==> src/rtl/clk_div_bank.sv <==
// Bank of NUM_CH programmable clock dividers with shadowed divisor loads and sync realignment.
// Define CLKDIV_STEP_EN to build the RUN/HALT/STEP control machine (halt/step debug control).
module clk_div_bank #(
   parameter int unsigned      NUM_CH      = 2,
   parameter int unsigned      CNT_W       = 32,
   parameter logic [CNT_W-1:0] DEFAULT_DIV = CNT_W'(49)
) (
   input  logic              clk,
   input  logic              rst_n,
   input  logic              load,
   input  logic [2:0]        load_ch,
   input  logic [CNT_W-1:0]  load_div,
   input  logic              sync,
   input  logic              halt,
   input  logic              step,
   output logic [NUM_CH-1:0] clk_out,
   output logic [NUM_CH-1:0] tick,
   output logic              halted
);

   typedef enum logic [1:0] {StRun, StHalt, StStep} state_e;

   state_e state_q, state_d;

   logic [CNT_W-1:0]  cnt_q [NUM_CH];
   logic [CNT_W-1:0]  cnt_d [NUM_CH];
   logic [CNT_W-1:0]  div_q [NUM_CH];
   logic [CNT_W-1:0]  div_d [NUM_CH];
   logic [CNT_W-1:0]  shd_q [NUM_CH];
   logic [CNT_W-1:0]  shd_d [NUM_CH];
   logic [NUM_CH-1:0] pend_q, pend_d;
   logic [NUM_CH-1:0] clk_out_q, clk_out_d;
   logic [NUM_CH-1:0] tick_q, tick_d;
   logic [NUM_CH-1:0] at_end;
   logic [NUM_CH-1:0] load_hit;
   logic [CNT_W:0]    half;
   logic              en;

   assign en = (state_q != StHalt);

   // Per-channel datapath: counter, divisor apply, shadow load, output compare.
   always_comb begin
      half      = '0;
      pend_d    = pend_q;
      clk_out_d = clk_out_q;
      tick_d    = '0;
      at_end    = '0;
      load_hit  = '0;
      for (int i = 0; i < int'(NUM_CH); i++) begin
         cnt_d[i]    = cnt_q[i];
         div_d[i]    = div_q[i];
         shd_d[i]    = shd_q[i];
         at_end[i]   = (cnt_q[i] == div_q[i]);
         load_hit[i] = load && (load_ch == 3'(i));
         half        = ({1'b0, div_q[i]} + {{CNT_W{1'b0}}, 1'b1}) >> 1;

         if (en) begin
            clk_out_d[i] = ({1'b0, cnt_q[i]} < half);
            tick_d[i]    = at_end[i];
         end

         if (sync) begin
            cnt_d[i] = '0;
            if (pend_q[i]) begin
               div_d[i]  = shd_q[i];
               pend_d[i] = 1'b0;
            end
         end else if (en) begin
            if (at_end[i]) begin
               cnt_d[i] = '0;
               if (pend_q[i]) begin
                  div_d[i]  = shd_q[i];
                  pend_d[i] = 1'b0;
               end
            end else begin
               cnt_d[i] = cnt_q[i] + CNT_W'(1);
            end
         end

         // Applied above from the old shadow; a same-cycle load waits for the next wrap.
         if (load_hit[i]) begin
            shd_d[i] = load_div;
            if (en) begin
               pend_d[i] = 1'b1;
            end
         end
      end
   end

   // Control state machine; sync blocks every transition.
   always_comb begin
      state_d = state_q;
`ifdef CLKDIV_STEP_EN
      if (!sync) begin
         unique case (state_q)
            StRun: begin
               if (halt && at_end[0]) state_d = StHalt;
            end
            StHalt: begin
               if (!halt) begin
                  state_d = StRun;
               end else if (step) begin
                  state_d = StStep;
               end
            end
            StStep: begin
               if (at_end[0]) state_d = halt ? StHalt : StRun;
            end
            default: state_d = StRun;
         endcase
      end
`endif
   end

`ifndef CLKDIV_STEP_EN
   logic unused_ctrl;
   assign unused_ctrl = halt ^ step;
`endif

   always_ff @(posedge clk) begin
      if (!rst_n) begin
         state_q   <= StRun;
         pend_q    <= '0;
         clk_out_q <= '0;
         tick_q    <= '0;
         for (int i = 0; i < int'(NUM_CH); i++) begin
            cnt_q[i] <= '0;
            div_q[i] <= DEFAULT_DIV;
            shd_q[i] <= DEFAULT_DIV;
         end
      end else begin
         state_q   <= state_d;
         pend_q    <= pend_d;
         clk_out_q <= clk_out_d;
         tick_q    <= tick_d;
         for (int i = 0; i < int'(NUM_CH); i++) begin
            cnt_q[i] <= cnt_d[i];
            div_q[i] <= div_d[i];
            shd_q[i] <= shd_d[i];
         end
      end
   end

   assign clk_out = clk_out_q;
   assign tick    = tick_q;
   assign halted  = (state_q == StHalt);

endmodule

==> config.mk <==
export PLATFORM = sky130hd
export DESIGN_NAME = clk_div_bank
export DESIGN_NICKNAME = d
export VERILOG_FILES = /design/src/rtl/clk_div_bank.sv
export SDC_FILE = /design/constraint.sdc
export NUM_CORES = 1
export LEC_CHECK = 0
export BUFFER_PORTS_ARGS = -buffer_cell sky130_fd_sc_hd__buf_2
export CORE_MARGIN = 2
export CORE_UTILIZATION = 55
export DETAILED_ROUTE_END_ITERATION = 10
export PLACE_DENSITY = 0.73
export SYNTH_ARGS = -nofsm -noshare
export SYNTH_HDL_FRONTEND = slang
export SYNTH_SLANG_ARGS = --single-unit
==> constraint.sdc <==
create_clock -name clk -period 5.6 [get_ports clk]
set_input_delay 0.84 -clock clk [delete_from_list [all_inputs] [get_ports clk]]
set_output_delay 0.84 -clock clk [all_outputs]
set_load 0.1 [all_outputs]
==> flow_summary.toml, run 1 <==
[power_and_ir_drop]
vdd_drop_max_v = 0.0002102
power.clock.fraction_pct = 45.9
p_sw_share_pct = 27.22
p_leak_nw = 4.367
power_frac_seq_pct = 50.0
p_switching_mw = 0.7807
p_comb_share_pct = 4.2
internal_power_mw = 2.088
total_power_mw = 2.869
power.density_nw_per_um2 = 243.9

[synth]
synth-simple-area-share_pct = 24.07
synth_top_area_share_pct = 36.19
muxShareOfSynthArea_pct = 0
synth-edff-count = 0
synth_area_sq_um = 10950
synthAdderAreaFrac_pct = 7.539
yosys_warnings = 0
synthTopCellsByArea = "dfxtp_1 36%, xor2_1 8.4%, ha_1 7.5%"
synth_fp_nets = 1409
syn_inst = 1302
syn_area_per_cell_sq_um = 8.413
ys.flop_type = "dfxtp_1"
synth.most_common_cell = "dfxtp_1"
synthArstFlopShare_pct = 0
synth_cell_types = 51
yosysSeqAreaShare_pct = 36.19
yosysTopAreaCell = "dfxtp_1"
synth_compound_gate_area_share_pct = 13.39
synth-xor-area-share_pct = 14.55
synth_seq_cells = 198
yosys-top-cells-count = "198 x dfxtp_1, 178 x nand2_1, 137 x a21oi_1"
synth_top_family_by_area = "simple AND/OR/NAND/NOR gates"

[detailed_routing]
dr.first_iter.drc_count = 979
remaining_drc_errors = 0
wl_per_cell_um = 16.91
via_per_inst = 5.750
first_pass_iters = 5
wl_um = 26550
vias = 9028
drt.antenna.violating_nets = 0

[sta]
hold_violations = 0
max_freq_mhz = 266.4
layout_setup_ws_ps = 1846
rsz0062_at_grt = "no"
final-setup-viol-count = 0
fin_crit_sh_pct = 67.03
max_slew_margin_pct = 22.05
setup_tns_ps = 0
tightestPinTransition_ps = 1167
hold_slack_ps = 459.4
final_max_slew_viol_count = 0
period_needed_ps = 3754
finalClockSkew_ps = 16.62

[layout]
nNetsFinal = 1398
multi_input_area_sq_um = 6536
fillers = 1801
drive_gt1_share_pct = 9.279
seq_area_sq_um = 3965
area_growth_pct = 7.390

[worst_setup_path]
path_max_fanout = 5
crit_path_end_kind = "flop"
critPathLaunchType = "flop"
ff2ff_path_depth = 12
cp.required_ps = 5980
worstPathArrival_ps = 4130
criticalPathCategory = "reg -> reg"

[grt]
grt_pass1_vias = 8330
antenna_found_initial = 0
grt_max_degree = 83
grt_pass1_wl_um = 43240
grt_usage_pct = 25.27
grt_overflow = 0

[clocking]
hold_buffers = 0
post_cts_buffers = 0
root_buffer = "clkbuf_16"
clk_latency_ps = 450
cts_tree = "yes"
cts.clk_slew.worst_paths_ps = 90
cts_num_sinks = 198
cts_buffers = 17
htreeDepth = 4
clock_path_buffers = 2
cts_resized = 0

[floorplan]
die_h_um = 145.1
die-area_sq_um = 21060
die_x_um = 145.1
num_rows = 51
initial_utilization_pct = 56.10
core_sq_um = 19530
io_pins = 46

[hold_path]
min-delay-path-class = "reg -> reg"
worstHoldPathCells = 2

[placed_design]
place_ws_ps = 1926
port_buffers = 42
dp_hpwl_um = 19280
gp_congestion = 0.9262

[run]
cap_violations = 0

[run_status]
outcome = "finished clean"
-- placed cells by master (no fill, tap or decap), types with 8 or more instances in the layout --
cell type,instances
buf_2,42
nor4_1,9
xor2_1,105
dfxtp_1,197
clkbuf_16,17
nand3_1,90
nand4_1,47
nand2_1,178
xnor2_1,77
nand3b_1,32
nor2_1,94
a21bo_2,28
nor3_1,8
a21oi_1,137
inv_1,8
a21o_1,8
o21ai_0,43
and3_1,28
and4_1,17
ha_1,66
-- stage by stage --
stage,util [%],std cells,cell area (sq um)
2_1_floorplan,-,1302,10950
4_1_cts,60.23,1569,11760
6_report,60.25,1570,11760
3_5_place_dp,56.93,1537,11120
3_3_place_gp,56.93,1537,11120
5_1_grt,60.23,1569,11760
-- final timing paths --
kind                     start            to  slack, ps
setup / recovery   div_q[0][0]    clk_out[0]       1850
hold reg to reg   shd_q[0][40]  shd_q[0][40]        460
setup reg to reg   div_q[0][0]    clk_out[0]       1850
hold / removal    shd_q[0][40]  shd_q[0][40]        460
-- power groups by stage --
| stage | Sequential, mW | Clock (mW) | Combinational [mW] |
|---|---|---|---|
| 2_1_floorplan | 1.47 | 0 | 0.0841 |
| 4_1_cts | 1.43 | 1.33 | 0.119 |
| 3_5_place_dp | 1.47 | 0 | 0.118 |
| 5_1_grt | 1.44 | 1.39 | 0.131 |
| 3_3_place_gp | 1.47 | 0 | 0.118 |
| 6_report | 1.43 | 1.32 | 0.120 |
-- final cells by class --
cell class                      instances  share of cell area (%)
Tap cell                              265                   2.819
Clock inverter                         15                   1.872
Timing Repair Buffer                   47                   2.106
Sequential cell                       198                   33.71
Antenna cell                            1                 0.02127
Multi-Input combinational cell       1018                   55.56
Clock buffer                           17                   3.616
Inverter                                9                  0.2978
-- worst max-delay path, cell delays in order (launching register included) --
cell,delay (ps)
dfxtp_1,440
ha_1,250
nand4_1,210
nor3_1,620
and3_1,350
nand2_1,80
xor2_1,150
ha_1,310
a2111oi_0,330
o21ai_0,170
a31o_2,280
a211o_1,320
nor3_1,180
-- state kept, by name (all words and copies together) (netlist names) --
register and flops:
div_q 64, cnt_q 64, pend_q 2, tick 2
clk_out 2, shd_q 64
-- layer usage --
metal / global-route usage, % / wire length (um)
met1: 38.46 / 13230
met4: 6.569 / 429
met5: 0 / 0
met2: 37.12 / 11340
met3: 3.931 / 1553
-- kinds of logic after synthesis --
kind of cell,count (synthesis)
adders and majority gates,66
buffers and inverters,86
DFF,198
xor gates and xnor gates,182
other,1
and+or+nand+nor,527
AOI/OAI and AO/OA,242
(Power assumes the default switching activity.)
==> run 2, diff against run 1 <==
- clock period: 5.6 -> 3.79 ns (I/O delays scaled with it)
==> flow_summary.toml, run 2 (same netlist as run 1, synthesis figures left out) <==
[sta]
rsz0062_at_grt = "no"
hold_slack_ps = 363.5
tightestPinTransition_ps = 1189
setup_tns_ps = 0
final-setup-viol-count = 0
fin_crit_sh_pct = 92.42
max_freq_mhz = 285.5
hold_violations = 0
period_needed_ps = 3503
layout_setup_ws_ps = 287.3
max_slew_margin_pct = 20.59
finalClockSkew_ps = 18.18
final_max_slew_viol_count = 0

[layout]
nNetsFinal = 1408
area_growth_pct = 8.167
final_common_cell = "dfxtp_1"
reg_top3 = "cnt_q (64), div_q (64), shd_q (64)"
n_antenna_cell = 0
drive_gt1_share_pct = 9.970
utilization_pct = 60.68
final_cell_mix = "197 x dfxtp_1, 178 x nand2_1, 137 x a21oi_1"
fin_area_sq_um = 11850

[clocking]
root_buffer = "clkbuf_16"
cts_tree = "yes"
cts_buffers = 17
clk_latency_ps = 450
htreeDepth = 4
post_cts_buffers = 0
cts_num_sinks = 198
clock_path_buffers = 2
cts.clk_slew.worst_paths_ps = 90

[grt]
grt_usage_pct = 25.43
grt_pass1_wl_um = 43510
antenna_found_initial = 0
grt_overflow = 0
grt_pass1_vias = 8309
grt_max_degree = 110

[power_and_ir_drop]
power.density_nw_per_um2 = 355.0
vdd_drop_max_v = 0.0003004
p_leak_nw = 4.424

[placed_design]
place_ws_ps = 349.2
dp_hpwl_um = 19440
port_buffers = 42
place_area_sq_um = 11220
gp_congestion = 0.9416

[detailed_routing]
first_pass_iters = 6
wl_met2_um = 11380
highest_layer = "met4"
routed-wl-met3_um = 1518
via_per_inst = 5.771
drt-met1-wl_um = 13370
remaining_drc_errors = 0
drt.antenna.violating_nets = 0
wl_per_cell_um = 16.90
vias = 9113
dr.first_iter.drc_count = 730
wl_um = 26680

[run]
cap_violations = 0

[worst_setup_path]
slowest_delay_ps = 410
slowest_stage = "dfxtp_1"
path_max_fanout = 5
worstPathArrival_ps = 3860
crit_path_end_kind = "flop"
cp.required_ps = 4150
crit_chain = "ha_1, nand4_1, nor3_1, buf_4, and3_1, nand2_1, xor2_1, ha_1, a2111oi_1, o21ai_0, a31o_2, a211o_1, nor3_1"
criticalPathCategory = "reg -> reg"
critPathLaunchType = "flop"

[hold_path]
min-delay-path-class = "in -> reg"

[floorplan]
die-area_sq_um = 21060
die_h_um = 145.1
initial_utilization_pct = 56.10
core_sq_um = 19530
num_rows = 51
die_x_um = 145.1
io_pins = 46

[run_status]
outcome = "finished clean"
-- run 2: final cells by class --
cell class,count,area [sq um]
Fill cell,1761,7677
Inverter,9,35.03
Clock inverter,14,192.7
Sequential cell,198,3965
Multi-Input combinational cell,1018,6538
Timing Repair Buffer,57,347.8
Tap cell,265,331.6
Clock buffer,18,439.2
-- run 2: path summary, 6_finish.rpt --
| kind | to | cells after the start | from | slack, ps |
|---|---|---|---|---|
| max | clk_out[0] | 13 | div_q[0][0] | 290 |
| min reg2reg | shd_q[0][43] | 2 | shd_q[0][43] | 460 |
| max reg2reg | clk_out[0] | 13 | div_q[0][0] | 290 |
| min | shd_q[0][9] | 3 | load_div[9] | 360 |
-- run 2: per-stage QoR --
stage	cells	power, mW
CTS	1579	4.227
floorplan	1302	2.291
global placement	1547	2.345
global route	1579	4.330
finish	1579	4.206
detailed placement	1547	2.347
-- run 2: metal layers --
metal  up-vias  GRT usage [%]
li1       4526              -
met1      4289          38.45
met2       265          37.76
met3        33          3.522
met4         0          7.010
met5         -              0
-- run 2: where the power goes --
group          switching (mW)  internal, mW
clock                   0.974         0.934
sequential             0.0204          2.10
combinational           0.125        0.0543
total                    1.12          3.09
-- run 2: worst max-delay path, delay by kind of cell, from the launching register on --
family,cells,cell delay (ps)
XOR/XNOR,1,140
AND/OR/NAND/NOR,5,970
AO/OA/AOI/OAI,4,1180
buffers and inverters,1,160
flip-flops,1,410
adder cells (fa/ha/maj),2,550
-- run 2: repair_timing --
item / 4_1_cts / 5_1_grt
hold buffers: 0 / 0
gates resized for setup: 0 / 1
setup endpoints to repair: 0 / 1
